**src/rtl/mem_port_arbiter.sv**
```systemverilog
// Shares one memory port between instruction fetch and the load/store path.
// Accesses take a fixed LATENCY cycles. Data wins arbitration, but a streak limit keeps fetch from starving.
module mem_port_arbiter #(
  parameter int ADDR_WIDTH = 32,
  parameter int DATA_WIDTH = 32,
  parameter int LATENCY    = 2,
  parameter int STREAK_MAX = 4
) (
  input  logic                  clk,
  input  logic                  rst,
  input  logic                  if_req,
  input  logic [ADDR_WIDTH-1:0] if_addr,
  input  logic                  if_flush,
  output logic                  if_done,
  output logic [DATA_WIDTH-1:0] if_rdata,
  input  logic                  d_req,
  input  logic                  d_we,
  input  logic [ADDR_WIDTH-1:0] d_addr,
  input  logic [DATA_WIDTH-1:0] d_wdata,
  input  logic [2:0]            d_size,
  output logic                  d_done,
  output logic [DATA_WIDTH-1:0] d_rdata,
  output logic                  mem_en,
  output logic                  mem_we,
  output logic [ADDR_WIDTH-1:0] mem_addr,
  output logic [DATA_WIDTH-1:0] mem_wdata,
  output logic [2:0]            mem_size,
  input  logic [DATA_WIDTH-1:0] mem_rdata,
  output logic                  stall
);

  localparam int CNT_W    = (LATENCY > 1) ? $clog2(LATENCY) : 1;
  localparam int STREAK_W = $clog2(STREAK_MAX + 1);
  localparam logic [CNT_W-1:0]    CNT_LAST   = CNT_W'(LATENCY - 1);
  localparam logic [STREAK_W-1:0] STREAK_TOP = STREAK_W'(STREAK_MAX);
  localparam logic [2:0]          FETCH_SIZE = 3'b010;

  typedef enum logic [1:0] {IDLE, BUSY_IF, BUSY_D} state_t;

  state_t                state_reg, state_next;
  logic [CNT_W-1:0]      cnt_reg, cnt_next;
  logic [STREAK_W-1:0]   streak_reg, streak_next;
  logic                  kill_reg, kill_next;
  logic                  acc_we_reg, acc_we_next;
  logic [ADDR_WIDTH-1:0] mem_addr_reg, mem_addr_next;
  logic [DATA_WIDTH-1:0] mem_wdata_reg, mem_wdata_next;
  logic [2:0]            mem_size_reg, mem_size_next;
  logic                  if_done_reg, if_done_next;
  logic                  d_done_reg, d_done_next;
  logic [DATA_WIDTH-1:0] if_rdata_reg, if_rdata_next;
  logic [DATA_WIDTH-1:0] d_rdata_reg, d_rdata_next;

  logic if_req_m, d_req_m, grant_d, grant_if, last_cycle, kill_now;

  // A requester completing this cycle still shows its old req; mask it so it is not re-granted.
  assign if_req_m   = if_req & ~if_done_reg;
  assign d_req_m    = d_req & ~d_done_reg;
  assign grant_d    = (state_reg == IDLE) & d_req_m & ~(if_req_m & (streak_reg == STREAK_TOP));
  assign grant_if   = (state_reg == IDLE) & ~grant_d & if_req_m;
  assign last_cycle = (cnt_reg == CNT_LAST);
  assign kill_now   = kill_reg | if_flush;

  always_comb begin
    state_next     = state_reg;
    cnt_next       = cnt_reg;
    streak_next    = streak_reg;
    kill_next      = kill_reg;
    acc_we_next    = acc_we_reg;
    mem_addr_next  = mem_addr_reg;
    mem_wdata_next = mem_wdata_reg;
    mem_size_next  = mem_size_reg;
    if_done_next   = 1'b0;
    d_done_next    = 1'b0;
    if_rdata_next  = if_rdata_reg;
    d_rdata_next   = d_rdata_reg;
    case (state_reg)
      IDLE: begin
        if (grant_d) begin
          state_next     = BUSY_D;
          cnt_next       = '0;
          acc_we_next    = d_we;
          mem_addr_next  = d_addr;
          mem_wdata_next = d_wdata;
          mem_size_next  = d_size;
          streak_next    = if_req_m ? streak_reg + STREAK_W'(1) : '0;
        end else if (grant_if) begin
          state_next    = BUSY_IF;
          cnt_next      = '0;
          acc_we_next   = 1'b0;
          mem_addr_next = if_addr;
          mem_size_next = FETCH_SIZE;
          streak_next   = '0;
          kill_next     = if_flush;
        end
      end
      BUSY_IF: begin
        kill_next = kill_now;
        if (last_cycle) begin
          state_next = IDLE;
          kill_next  = 1'b0;
          if (!kill_now) begin
            if_done_next  = 1'b1;
            if_rdata_next = mem_rdata;
          end
        end else begin
          cnt_next = cnt_reg + CNT_W'(1);
        end
      end
      BUSY_D: begin
        if (last_cycle) begin
          state_next  = IDLE;
          d_done_next = 1'b1;
          if (!acc_we_reg) d_rdata_next = mem_rdata;
        end else begin
          cnt_next = cnt_reg + CNT_W'(1);
        end
      end
      default: state_next = IDLE;
    endcase
  end

  always_ff @(posedge clk) begin
    if (rst) begin
      state_reg     <= IDLE;
      cnt_reg       <= '0;
      streak_reg    <= '0;
      kill_reg      <= 1'b0;
      acc_we_reg    <= 1'b0;
      mem_addr_reg  <= '0;
      mem_wdata_reg <= '0;
      mem_size_reg  <= '0;
      if_done_reg   <= 1'b0;
      d_done_reg    <= 1'b0;
      if_rdata_reg  <= '0;
      d_rdata_reg   <= '0;
    end else begin
      state_reg     <= state_next;
      cnt_reg       <= cnt_next;
      streak_reg    <= streak_next;
      kill_reg      <= kill_next;
      acc_we_reg    <= acc_we_next;
      mem_addr_reg  <= mem_addr_next;
      mem_wdata_reg <= mem_wdata_next;
      mem_size_reg  <= mem_size_next;
      if_done_reg   <= if_done_next;
      d_done_reg    <= d_done_next;
      if_rdata_reg  <= if_rdata_next;
      d_rdata_reg   <= d_rdata_next;
    end
  end

  // The write strobe is gated by rst so a reset landing on the last busy cycle never commits the store.
  assign mem_we    = (state_reg == BUSY_D) & last_cycle & acc_we_reg & ~rst;
  assign mem_en    = (state_reg != IDLE);
  assign mem_addr  = mem_addr_reg;
  assign mem_wdata = mem_wdata_reg;
  assign mem_size  = mem_size_reg;
  assign if_done   = if_done_reg;
  assign d_done    = d_done_reg;
  assign if_rdata  = if_rdata_reg;
  assign d_rdata   = d_rdata_reg;
  assign stall     = (if_req & ~if_done_reg) | (d_req & ~d_done_reg);

endmodule
```
**config.mk**
```make
export PLATFORM = sky130hd
export DESIGN_NAME = mem_port_arbiter
export DESIGN_NICKNAME = d
export VERILOG_FILES = /design/src/rtl/mem_port_arbiter.sv
export SDC_FILE = /design/constraint.sdc
export NUM_CORES = 1
export LEC_CHECK = 0
export BUFFER_PORTS_ARGS = -buffer_cell sky130_fd_sc_hd__buf_2
export CAP_MARGIN = 30
export CELL_PAD_IN_SITES_DETAIL_PLACEMENT = 0
export CELL_PAD_IN_SITES_GLOBAL_PLACEMENT = 1
export CORE_MARGIN = 3
export CORE_UTILIZATION = 34
export CTS_CLUSTER_DIAMETER = 100
export DETAILED_ROUTE_END_ITERATION = 10
export HOLD_SLACK_MARGIN = 0.1
export PLACE_DENSITY_LB_ADDON = 0.1
export SYNTH_ARGS = -nofsm -noshare
export SYNTH_HDL_FRONTEND = slang
export SYNTH_SLANG_ARGS = --single-unit
```
**constraint.sdc**
```tcl
create_clock -name clk -period 2.66 [get_ports clk]
set_clock_uncertainty 0.1 [all_clocks]
set_input_delay 0.266 -clock clk [delete_from_list [all_inputs] [get_ports clk]]
set_output_delay 0.266 -clock clk [all_outputs]
set_load 0.02 [all_outputs]
```
### Word-level counts from Yosys, hierarchy flattened

Cells that the tools add are included.

* add/sub/neg operators: 2
* eq/ne operators: 7
* mux-type cells: 22
* bitwise operators: 22
* reductions and logical operators: 15

Operators by type and width (number)
* $mux W32: 2
* $mux W3: 5
* $and A1 B1 Y1: 10
* $not A1 Y1: 10
* $mux W1: 9
* $reduce_and A3 Y1: 3
* $reduce_and A2 Y1: 4
* $reduce_bool A2 Y1: 4
* $mux W2: 3
* $ne A2 B2 Y1 const B: 2
* $pmux W1 S2: 2
* $pmux W2 S2: 1
* $reduce_or A2 Y1: 2
* $add A3 B1 Y3 const B: 1
* $eq A3 B3 Y1 const B: 1
* $ne A3 B3 Y1 const B: 1
* $reduce_or A3 Y1: 1
* $eq A2 B1 Y1 const B: 1
* $eq A2 B2 Y1 const B: 1
* $logic_not A2 Y1: 1
* $ne A2 B1 Y1 const B: 1
* $or A1 B1 Y1: 2
* $add A1 B1 Y1 const B: 1

* register bits: 141
* input bits: 137
* word-level logic and storage cells: 80

### Depth between registers and ports, before layout

Gate-level depths: netlist of run 1.

* depth in word-level cells: 11
* mapped depth: 8
* gate-level depth less buffers: 6

### Worst setup path after synthesis of run 1

OpenSTA, ideal clock, no wires.

* path kind: flip-flop to flip-flop
* from: register state_reg[0]
* to: register mem_addr_reg[25], in the netlist mem_addr[25]
* library setup time: 88 ps
* arrival: 1443 ps
* data required time: 2472 ps
* setup slack: 1029 ps
* stages on the path, launching flop included: 9
* clock period less this slack: 1631 ps
* cell sequence: dfxtp_1 inv_1 ha_1 and3b_1 o21ai_2 buf_4 buf_4 nor2_1 nor4_2

* cells in the longest elaborated chain, start to end: 8
* elaborated cells between the ends (all ways): 9

Ends and longest elaborated chain
* from (decl): RTL line 40 `state_t state_reg, state_next;`
* from (signal assigned): RTL line 137 `state_reg <= state_next;`
* $logic_not A2 Y1 *: RTL line 58, 59, 76
* $and A1 B1 Y1 (2 in a row): RTL line 58 `assign grant_d = (state_reg == IDLE) & d_req_m & ~(if_req_m & (streak_reg == STREAK_TOP));`
* $not A1 Y1: RTL line 59 `assign grant_if = (state_reg == IDLE) & ~grant_d & if_req_m;`
* $and A1 B1 Y1 (2 in a row): RTL line 59
* $reduce_bool A2 Y1 (no source line)
* $reduce_and A2 Y1 (no source line)
* to (signal assigned): RTL line 142 `mem_addr_reg <= mem_addr_next;`
* to (decl): RTL line 45 `logic [ADDR_WIDTH-1:0] mem_addr_reg, mem_addr_next;`

Every way passes the cells marked *; elsewhere a longest branch is shown, timed or not.
A chain may end at the register's enable or synchronous reset.

### Final worst setup path of run 1

* from: register streak_reg[0]
* to: register mem_wdata_reg[23], in the netlist mem_wdata[23]

* cells in the longest elaborated chain, start to end: 5

Ends and longest elaborated chain
* from (decl): RTL line 42 `logic [STREAK_W-1:0] streak_reg, streak_next;`
* from (signal assigned): RTL line 139 `streak_reg <= streak_next;`
* $eq A3 B3 Y1: RTL line 58
* $and A1 B1 Y1: RTL line 58
* $not A1 Y1: RTL line 58
* $and A1 B1 Y1: RTL line 58
* $reduce_and A2 Y1 (no source line)
* to (signal assigned): RTL line 143 `mem_wdata_reg <= mem_wdata_next;`
* to (decl): RTL line 46 `logic [DATA_WIDTH-1:0] mem_wdata_reg, mem_wdata_next;`

Every way passes these cells.

==> results.md, run 1 <==
Power:
- The register share of total power is 0.346.
- Cell internal power was estimated by the tool at 4.98 mW.
- The sum of internal, switching and leakage power is 7.79 mW.
- The share of total power dissipated in combinational logic is 0.337.
- The leakage power of the design is approximately 3.8 nW.
- The switching share of power is 0.360.
- Summed over all nets, the switching power comes to around 2.8 mW.
- The worst IR drop on VDD is 0.000524 V.
- Of the total power, the clock network draws 0.317.
- The power density relative to cell area is 920 nW/um^2.

Clock tree:
- The clock passes through at most 2 buffers.
- For this design, the CTS-stage hold fixing added 101 buffers.
- Clock-pin slew was measured on the worst setup and hold paths at 0.06 ns.
- The number of sinks on the clock net is 141.
- The number of setup buffers added after CTS is 0.
- The TritonCTS clock tree is yes.
- Buffers inserted during clock tree synthesis total 17.
- CTS built an H-tree with a depth of 4.
- The library cell used as clock root buffer is sky130_fd_sc_hd__clkbuf_16.
- The number of cells upsized or downsized after cts is 0.
- Clock latency on the worst-skew pair, taken at its later pin, is 0.41 ns.

Timing:
- The slack of the critical path is 0.385 ns.
- In the final timing run, aggregate negative setup slack is 0 ns.
- Static timing analysis puts the maximum clock frequency at about 440 MHz.
- Headroom to the max-slew limit came out at 0.431.
- The final number of setup-violating endpoints is 0.
- The actual transition at the worst max-transition pin is about 0.85 ns.
- Setup repair after global routing left no endpoint under its margin.
- The number of slew-limit violations in the final report is 0.
- The final period utilization is 0.855.
- Subtracting the final worst setup slack from the clock period gives 2.27 ns.
- The count of endpoints failing hold in the final timing report is 0.

Layout:
- The final standard cell count with taps included and fillers excluded is 1254.
- For this run, the post-layout net count is approximately 1200.
- The layout overhead on the synthesized area is 59.2%.
- Once layout is complete, the utilization of the core stands at 0.555.
- The fraction of layout cells with a size suffix above 1 is 0.315.
- The antenna diode count is 0.

Route:
- The number of nets with antenna violations after routing is 0.
- The total iterations of the first detailed-routing run is 6.
- The routed layout has 5940 vias.
- The DRC violations left is 0.
- Using the TritonRoute via totals, the vias-per-cell ratio works out to 4.74.
- After detailed routing, the average wire length per cell comes to 14.7 um.
- For this block, the initial DRC count from the detailed router was roughly 260.
- The total detailed-routing wirelength is 18400 um.

GRT:
- Global routing finished with a remaining overflow of 0.
- The via count of the first global-routing pass came to 5884.
- The global-route usage over all layers is 0.207.
- Entering global routing, the biggest net connects 54 pins.
- The first-pass GRT wire length is 28100 um.
- The initial antenna violation count is 0.

Place:
- During placement, the flow inserted port buffers numbering between 200 and 300.
- Once placement completed, the tool counted placed cells totaling 1121.
- The half-perimeter wire length of the detailed placement result is 12400 um.
- The worst setup timing slack at the placement stage is 0.368 ns.
- At the end of routability-driven placement, the weighted congestion stood at ~0.81.

Worst setup path:
- Of all nets on the critical path, the largest fanout is 32.
- At the worst endpoint, the arrival time is 2.51 ns.
- The worst setup path is launched from a flip-flop.
- The data required time of the worst path is between 2 and 3 ns.
- The endpoint kind of the worst setup timing path is a flip-flop.
- The worst setup path category is reg2reg.

Logic synthesis:
- The synthesized design spends more area on one cell type than any other, namely sky130_fd_sc_hd__dfxtp_1.
- The mean area per synthesized cell is 7.87 um^2.
- Sorting the synthesized cells by area gives the leading types as sky130_fd_sc_hd__dfxtp_1 (53%), sky130_fd_sc_hd__nand2_1 (14%), sky130_fd_sc_hd__a21oi_1 (9.5%), sky130_fd_sc_hd__nor2_1 (5.4%), sky130_fd_sc_hd__nor3_1 (3.1%).
- The flip-flop cell with the highest count after synthesis is sky130_fd_sc_hd__dfxtp_1.
- The number of synthesized flops with an enable pin is 0.
- In the synthesized netlist the async set-or-reset flop fraction comes to 0.
- In the post-synthesis netlist, the cell with the most instances is sky130_fd_sc_hd__nand2_1.
- The register bit count reported by yosys is 141.
- The count of mapped cells out of synthesis is 675.
- During synthesis, Yosys emitted a total of 0 warnings.
- The net count after synthesis is 817.
- The share of the Yosys chip area taken by registers is 0.531.
- Summing every instance area after synthesis gives 5320 um^2.
- The number of unique standard cell types used by synthesis is 35.
- The commonest cells after synthesis are sky130_fd_sc_hd__nand2_1 (200), sky130_fd_sc_hd__dfxtp_1 (141), sky130_fd_sc_hd__a21oi_1 (101).
- The top-area cell type share of the netlist area is 0.531.

Die:
- The top-level port count is roughly 270.
- The overall die area is approximately 17000 um^2.
- The starting density of the core is 0.348.
- The die is 131 um tall.
- The area inside the core boundary is between 15000 and 20000 um^2.
- The initialized floorplan defines 45 standard-cell rows.
- The chip width is 131 um.

Run:
- The max capacitance violation total is 0.

Min path:
- The tightest min-delay check is of the in2reg type.

Run status:
- The run finished with clean final reports.
[cells in the final DEF (no fill, tap or decap), types with 2 or more instances in the layout]
cell type / n
sky130_fd_sc_hd__nor2_1: 75
sky130_fd_sc_hd__nand3_1: 3
sky130_fd_sc_hd__nor4_2: 6
sky130_fd_sc_hd__nand2_1: 200
sky130_fd_sc_hd__nand2b_1: 2
sky130_fd_sc_hd__clkinv_2: 5
sky130_fd_sc_hd__nand3b_1: 2
sky130_fd_sc_hd__bufinv_16: 4
sky130_fd_sc_hd__nor4_1: 26
sky130_fd_sc_hd__dfxtp_1: 141
sky130_fd_sc_hd__dlygate4sd3_1: 101
sky130_fd_sc_hd__a22oi_1: 3
sky130_fd_sc_hd__clkbuf_16: 17
sky130_fd_sc_hd__buf_4: 14
sky130_fd_sc_hd__inv_1: 6
sky130_fd_sc_hd__a21o_1: 2
sky130_fd_sc_hd__ha_1: 5
sky130_fd_sc_hd__o21ai_0: 2
sky130_fd_sc_hd__nor3_1: 33
sky130_fd_sc_hd__clkinvlp_4: 2
sky130_fd_sc_hd__buf_2: 271
sky130_fd_sc_hd__a21oi_1: 101
sky130_fd_sc_hd__clkbuf_1: 2
[layer usage]
| metal | share of wire | track usage | up-vias |
|---|---|---|---|
| met5 | 0 | 0 | - |
| met1 | 0.41 | 0.230 | 2755 |
| met2 | 0.50 | 0.364 | 211 |
| li1 | - | - | 2947 |
| met3 | 0.071 | 0.0650 | 27 |
| met4 | 0.020 | 0.0853 | 0 |
[power groups by stage]
stage / combinational, mW / clock, mW / sequential (mW)
floorplan: 1.30 / 0 / 3.13
global placement: 2.47 / 0 / 2.72
detailed placement: 2.52 / 0 / 2.74
CTS: 2.64 / 2.53 / 2.69
global route: 2.93 / 2.63 / 2.73
finish: 2.62 / 2.47 / 2.69
[final timing paths]
path / start / to / slack (ns) / depth (start not counted)
worst max register to register: streak_reg[0]$_SDFFE_PP0P_ / mem_wdata[23]$_SDFFE_PP0P_ / 0.39 / 7
worst min register to register: mem_wdata[1]$_SDFFE_PP0P_ / mem_wdata[1]$_SDFFE_PP0P_ / 0.35 / 2
worst min-delay path: if_addr[25] / mem_addr[25]$_SDFFE_PP0P_ / 0.13 / 3
worst max-delay path: streak_reg[0]$_SDFFE_PP0P_ / mem_wdata[23]$_SDFFE_PP0P_ / 0.39 / 7
[final cells by class]
class / count / area [um^2]
tap: 211 / 264
multi-input combinational: 478 / 2260
timing repair buffer: 386 / 2470
clock buffer: 20 / 447
fill: 1487 / 6800
sequential: 141 / 2820
clock inverter: 12 / 169
inverter: 6 / 22.5
[cells by family (layout without fill, tap and decap cells)]
kind of cell | count (synthesis) | in the layout | synth area share
AOI/OAI and AO/OA | 117 | 117 | 0.120
buffers and inverters | 56 | 424 | 0.0459
adders and majority gates | 5 | 5 | 0.0118
DFF | 141 | 141 | 0.531
and+or+nand+nor | 356 | 356 | 0.291
[per-stage QoR]
| step | hold WS [ns] | area, um^2 |
|---|---|---|
| global route | 0.126 | 8460 |
| global placement | 0.340 | 6840 |
| floorplan | 0.302 | 5320 |
| finish | 0.126 | 8460 |
| CTS | 0.101 | 8460 |
| detailed placement | 0.346 | 6840 |
[worst max-delay path, cell delays in order (launching register included)]
cell and delay (ns):
sky130_fd_sc_hd__dfxtp_1 0.32, sky130_fd_sc_hd__inv_1 0.07, sky130_fd_sc_hd__ha_1 0.23, sky130_fd_sc_hd__nand2_1 0.13
sky130_fd_sc_hd__o21ai_4 0.68, sky130_fd_sc_hd__buf_4 0.41, sky130_fd_sc_hd__nand2_1 0.09, sky130_fd_sc_hd__a21oi_1 0.15
Power figures use the tool's default switching activity.
==> run 2, diff against run 1 <==
--- a/config.mk
+++ b/config.mk
@@ -7,7 +7,7 @@
 export LEC_CHECK = 0
 export BUFFER_PORTS_ARGS = -buffer_cell sky130_fd_sc_hd__buf_2
 export CAP_MARGIN = 30
-export CELL_PAD_IN_SITES_DETAIL_PLACEMENT = 0
+export CELL_PAD_IN_SITES_DETAIL_PLACEMENT = 1
 export CELL_PAD_IN_SITES_GLOBAL_PLACEMENT = 1
 export CORE_MARGIN = 3
 export CORE_UTILIZATION = 34
==> results.md, run 2 (synthesis results as in run 1) <==
Worst setup path:
- Along the worst path, the maximum fanout reaches 32.
- The highest-delay cell along the critical path is sky130_fd_sc_hd__o21ai_4.
- The maximum cell stage delay along the critical path is around 0.7 ns.
- The signal on the critical path passes through inv_1 > ha_1 > nand2_1 > o21ai_4 > buf_4 > nor2_1 > nor4_1.
- Together, buffers and inverters on the worst path number 2.
- By startpoint and endpoint, the worst setup path is classified as reg2reg.
- For the worst setup path, the data arrival time is 2.54 ns.
- Broken down by cell family, the worst path's largest delay share belongs to compound AO/OA/AOI/OAI gates.
- STA puts the critical path data required time at 2.87 ns.
- The kind of start point of the critical path is a flip-flop.
- The endpoint kind of the worst setup timing path is a flip-flop.

Timing:
- The final number of setup-violating endpoints is 0.
- The count of endpoints failing hold in the final timing report is 0.
- Setup repair after global routing left no endpoint under its margin.
- The actual transition at the worst max-transition pin is about 0.85 ns.
- The worst slew margin relative to its limit is 0.431.
- The number of slew-limit violations in the final report came to 0.
- In the final timing run, aggregate negative setup slack is 0 ns.
- The tightest hold path in the finished design has a slack of ~0.12 ns.
- The final period utilization is 0.878.
- For this run, the top clock speed supported by timing is approximately 430 MHz.
- The shortest period the worst path allows is 2.34 ns.

Layout:
- Compared with the post-synthesis result, the final layout area differs by 57.5%.
- The final standard cell count with taps included and fillers excluded is 1254.
- Once layout is complete, the utilization of the core stands at 0.549.
- Of the cells placed in the final design, the portion with a size suffix greater than 1 is 0.316.
- In the layout the commonest cells are sky130_fd_sc_hd__buf_2 (271), sky130_fd_sc_hd__nand2_1 (200), sky130_fd_sc_hd__dfxtp_1 (141).
- The post-layout net count is 1171.
- The total of fill cells in the finished design is 1888.
- The leading cell type in the layout, fill and taps excluded is sky130_fd_sc_hd__buf_2.

Die:
- The top-level port count is ~270.
- The number of core rows is 45.
- The vertical extent of the die is 131 um.
- In this run the horizontal extent of the chip is 131 um.
- The die covers 17200 um^2.
- The floorplan step defined a core boundary enclosing 15300 um^2.
- For this configuration, the core starts out at a cell density of 0.348.

Place:
- Input and output buffers added on the ports amount to 272.
- The total instance count after detailed placement is 1121.
- The global placer's final weighted congestion is 0.808.
- The HPWL after detailed placement is 13900 um.

GRT:
- The first global-routing pass estimated between 30000 and 40000 um of wire.
- For this run, the total global-route usage over all layers was measured as 0.236.
- The initial antenna violation count came to 2.
- Global routing finished with a remaining overflow of 0.
- The via count of the first global-routing pass came to 6653.
- The largest net degree at the start of global routing is between 50 and 60.

Power:
- The net switching power figure is 2.91 mW.
- The register share of total power is 0.357.
- The switching share of power is 0.384.
- The leakage power of the design is 3.78 nW.
- The share of total power dissipated in combinational logic is 0.358.
- The design draws 7.58 mW.
- The worst IR drop on VDD is 0.000555 V.
- Of the total power, the clock network draws 0.285.
- The cell-internal power is 4.67 mW.
- The power density relative to cell area is 905 nW/um^2.

Clock tree:
- The number of sinks on the clock net is 141.
- The maximum root-to-sink buffer count is 2.
- Clock latency on the worst-skew pair, taken at its later pin, is 0.41 ns.
- The cell sitting at the root of the clock tree is a sky130_fd_sc_hd__clkbuf_16.
- After clock tree synthesis, the clock-pin slew on the worst setup and hold paths is 0.06 ns.
- The maximum level of the CTS H-tree is 4.
- The post-CTS setup repair buffer count is 0.
- The number of cells upsized or downsized after cts is 0.
- The total clock buffers created by CTS is 17.
- The TritonCTS clock tree is yes.

Route:
- In the final routed layout, each cell accounts on average for 16.7 um.
- The average vias per placed instance is 4.91.
- The number of DRC violations after detailed-routing iteration 0 is 186.
- The total iterations of the first detailed-routing run is 4.
- Summed over all layers, the routed wires come to 20900 um.
- In this run the remaining antenna-violating nets after routing total 0.
- In the routed design, unresolved DRC markers number 0.
- The overall via count from detail_route is about 6000.

Min path:
- The path class of the tightest hold or removal check is in2reg.

Run:
- The max capacitance violation total is 0.

Run status:
- The flow ran to the end, and the final reports show no timing, DRC or antenna violations.
==> run 2: cell types whose count changed in the layout (fill, tap and decap cells not counted) <==
cell and delta:
sky130_fd_sc_hd__clkinvlp_4 +1, sky130_fd_sc_hd__dlygate4sd3_1 -1, sky130_fd_sc_hd__bufinv_16 -3, sky130_fd_sc_hd__clkinv_2 +3
sky130_fd_sc_hd__clkbuf_8 -1, sky130_fd_sc_hd__diode_2 +1
==> run 2: final timing paths <==
| check | slack (ns) | endpoint | cells after the start | startpoint |
|---|---|---|---|---|
| worst max register to register | 0.32 | mem_addr[23]$_SDFFE_PP0P_ | 7 | streak_reg[0]$_SDFFE_PP0P_ |
| worst min register to register | 0.35 | d_rdata[11]$_SDFFE_PP0P_ | 2 | d_rdata[11]$_SDFFE_PP0P_ |
| worst max-delay path | 0.32 | mem_addr[23]$_SDFFE_PP0P_ | 7 | streak_reg[0]$_SDFFE_PP0P_ |
| worst min-delay path | 0.12 | mem_addr[15]$_SDFFE_PP0P_ | 3 | if_addr[15] |
==> run 2: stage by stage <==
stage | worst slack, ns | cell area, um^2
2_1_floorplan | 1.03 | 5320
3_3_place_gp | 0.427 | 6840
3_5_place_dp | 0.306 | 6840
4_1_cts | 0.296 | 8370
5_1_grt | 0.0678 | 8370
6_report | 0.324 | 8370
==> run 2: power by group through the flow <==
stage | Combinational [mW] | Clock (mW) | Sequential (mW)
5_1_grt | 2.99 | 2.31 | 2.75
6_report | 2.71 | 2.16 | 2.70
3_5_place_dp | 2.58 | 0 | 2.75
2_1_floorplan | 1.30 | 0 | 3.13
4_1_cts | 2.71 | 2.22 | 2.70
3_3_place_gp | 2.47 | 0 | 2.72
==> run 2: worst min-delay path, stage by stage <==
cell and delay, ns:
sky130_fd_sc_hd__buf_2 0.07, sky130_fd_sc_hd__nor3_1 0.04, sky130_fd_sc_hd__nor4_1 0.19
==> run 2: repair_timing <==
item | CTS | global route
hold buffers | 100 | 0
endpoints found under the setup margin | 0 | 0
hold endpoints to repair | 132 | 0
==> run 2: layer usage <==
metal	GRT usage	up-vias	routed length, um
met5	0	-	7
li1	-	2940	-
met1	0.254	2931	8140
met4	0.121	2	758
met2	0.420	221	10500
met3	0.0687	60	1470
==> run 2: final cells by class <==
cell class,count,area [um^2],share of cell area
Sequential cell,141,2820,0.337
Timing Repair Buffer,385,2460,0.294
Multi-Input combinational cell,478,2260,0.270
Clock buffer,19,433,0.0517
Tap cell,211,264,0.0315
Clock inverter,13,101,0.0121
Inverter,6,22.5,0.00269
Antenna cell,1,2.50,0.000299
==> run 3, diff against run 2 <==
--- a/config.mk
+++ b/config.mk
@@ -10,7 +10,8 @@
 export CELL_PAD_IN_SITES_DETAIL_PLACEMENT = 1
 export CELL_PAD_IN_SITES_GLOBAL_PLACEMENT = 1
 export CORE_MARGIN = 3
-export CORE_UTILIZATION = 34
+export CORE_UTILIZATION = 35
+export CTS_BUF_LIST = sky130_fd_sc_hd__clkbuf_2
 export CTS_CLUSTER_DIAMETER = 100
 export DETAILED_ROUTE_END_ITERATION = 10
 export HOLD_SLACK_MARGIN = 0.1
==> results.md, run 3 (synthesis results as in run 1) <==
Run status:
- The run finished with clean final reports.

Layout:
- The post-layout net count is 1243.
- The top cell types in the final layout, fill and taps aside, are sky130_fd_sc_hd__buf_2 (271), sky130_fd_sc_hd__nand2_1 (200), sky130_fd_sc_hd__dlygate4sd3_1 (168).
- The finished layout holds 1302 standard cells, fillers aside.
- In the final layout, the share of cells above drive strength 1 is 0.297.
- The leading cell type in the layout, fill and taps excluded is sky130_fd_sc_hd__buf_2.
- After filler insertion, the fill cell instance count of the layout stands at 1823.
- The layout overhead on the synthesized area is 66.2%.
- After routing the design area is 8830 um^2.

Clock tree:
- Counting along the longest clock path gives a buffer depth of 2.
- CTS saw 141 sinks.
- The TritonCTS clock tree is yes.
- The library cell used as clock root buffer is sky130_fd_sc_hd__clkbuf_2.
- The H-tree was split into 4 levels.
- The clock network latency to the later pin of the worst-skew pair is 0.69 ns.
- Clock tree synthesis inserted a total of 17 buffers.
- After clock tree synthesis, the clock-pin slew on the worst setup and hold paths is 0.21 ns.

Run:
- The max capacitance violation total is 0.

GRT:
- The first-pass GRT wire length is 36700 um.
- The global-route usage over all layers is 0.279.
- The initial antenna violation count is 3.
- Global routing finished with a remaining overflow of 0.
- The via count of the first global-routing pass was around 7200.
- Entering global routing, the biggest net connects 72 pins.

Die:
- The area inside the core boundary is 14700 um^2.
- The die is 129 um wide.
- The die covers 16700 um^2.
- The starting density of the core is 0.362.
- The vertical extent of the die is 129 um.
- The number of core rows is 44.
- The top-level port count is roughly 270.

Route:
- The first detailed-routing pass ran for 4 iterations.
- The detail route stage leaves a number of antenna-violating nets equal to 0.
- After detailed routing, the total wire length is 24100 um.
- After detailed routing, the number of remaining DRC violations is 0.
- The overall via count from detail_route is about 6600.
- Dividing the detail-routed wire length by the instance count gives 18.5 um.
- The average vias per placed instance is 5.05.
- The number of DRC violations after detailed-routing iteration 0 is 341.

Worst setup path:
- The worst setup path is captured at a flip-flop.
- The count of buffering cells on the critical path with inverters included is 3.
- Of all nets on the critical path, the largest fanout is 45.
- The arrival time at the worst endpoint is 3.08 ns.
- At the worst endpoint, the required time is 3.22 ns.
- The maximum cell stage delay along the critical path is just under 0.6 ns.
- The family with the most delay on the worst path is buffers and inverters.
- On the critical path, the stage with the largest delay is an instance of sky130_fd_sc_hd__dlygate4sd3_1.
- STA classifies the critical path startpoint as a flip-flop.
- The worst setup path category is reg2reg.
- Traced cell by cell, the critical path runs through inv_1 > ha_1 > nand3b_1 > a31oi_4 > buf_8 > nor3_1 > nor4_1 > dlygate4sd3_1.

Timing:
- Headroom to the max-slew limit came out at 0.398.
- Setup repair after global routing could not meet its margin everywhere.
- The final period utilization is 0.949.
- For this run, the top clock speed supported by timing is 396 MHz.
- The number of slew-limit violations in the final report is 0.
- The final number of setup-violating endpoints is 0.
- The count of endpoints failing hold in the final timing report came to 0.
- The actual transition at the worst max-transition pin is roughly 0.90 ns.
- The worst path needs 2.52 ns of the cycle, external delays included.
- In the final timing run, aggregate negative setup slack is 0 ns.

Power:
- The worst IR drop on VDD is roughly 0.00037 V.
- The power density relative to cell area is 819 nW/um^2.
- Summed over all cells, the static leakage comes to 3.94 nW.

Place:
- The area after detailed placement is 6800 um^2.
- Buffers placed on the I/O ports in this run total roughly 270.
- The half-perimeter wire length of the detailed placement result is 13500 um.
- The total instance count after detailed placement is 1091.
- The global placer's final weighted congestion is 0.807.

Min path:
- The path type of the worst min-delay path is in2reg.
run 3: per-stage QoR:
stage	power [mW]	hold slack (ns)	setup slack, ns	util
after global placement	5.20	0.339	0.508	0.463
after CTS	7.01	0.133	0.0173	0.595
after floorplan	4.43	0.302	1.03	-
after detailed placement	5.30	0.346	0.423	0.463
final	7.24	0.230	0.135	0.601
after global routing	7.67	0.143	0.000933	0.601
run 3: path summary, 6_finish.rpt:
kind,endpoint,startpoint,slack [ns],cells after the start
hold / removal,d_rdata[9]$_SDFFE_PP0P_,mem_rdata[9],0.23,4
setup reg to reg,mem_addr[3]$_SDFFE_PP0P_,state_reg[0]$_SDFFE_PP0P_,0.14,8
hold reg to reg,d_rdata[1]$_SDFFE_PP0P_,d_rdata[1]$_SDFFE_PP0P_,0.37,2
setup / recovery,mem_addr[3]$_SDFFE_PP0P_,state_reg[0]$_SDFFE_PP0P_,0.14,8
run 3: per-layer routing:
layer  GRT usage  up-vias  routed length, um  share of wire
li1            -     3092                  -              -
met1       0.286     3135               9000           0.37
met2       0.514      271              12400           0.52
met3      0.0771       71               1690          0.070
met4       0.148        0                985          0.041
met5           0        -                  0              0
run 3: layout make-up:
type,count,area (um^2),share of cell area
sequential,141,2820,0.320
inverter,6,22.5,0.00255
tap,184,230,0.0261
multi-input combinational,479,2270,0.257
clock inverter,14,175,0.0198
timing repair buffer,456,3210,0.363
antenna,4,10.0,0.00113
clock buffer,18,90.1,0.0102
run 3: worst register-to-register path: stages (launching register included):
cell                            delay (ns)
sky130_fd_sc_hd__dfxtp_1              0.36
sky130_fd_sc_hd__inv_1                0.10
sky130_fd_sc_hd__ha_1                 0.28
sky130_fd_sc_hd__nand3b_1             0.17
sky130_fd_sc_hd__a31oi_4              0.21
sky130_fd_sc_hd__buf_8                0.32
sky130_fd_sc_hd__nor3_1               0.12
sky130_fd_sc_hd__nor4_1               0.24
sky130_fd_sc_hd__dlygate4sd3_1        0.58
run 3: report_power, final:
group | internal, mW | leakage [nW] | total [mW] | switching (mW)
Sequential | 2.49 | 1.15 | 2.73 | 0.236
Combinational | 1.16 | 2.63 | 3.12 | 1.96
Clock | 0.607 | 0.158 | 1.39 | 0.783
Total | 4.26 | 3.94 | 7.24 | 2.98
run 3: repair_timing:
| item | in CTS | in global routing |
|---|---|---|
| endpoints found under the setup margin | 0 | 5 |
| hold buffers | 168 | 0 |
| setup buffers | 0 | 6 |
| hold endpoints to repair | 141 | 0 |
| gates resized for setup | 0 | 3 |
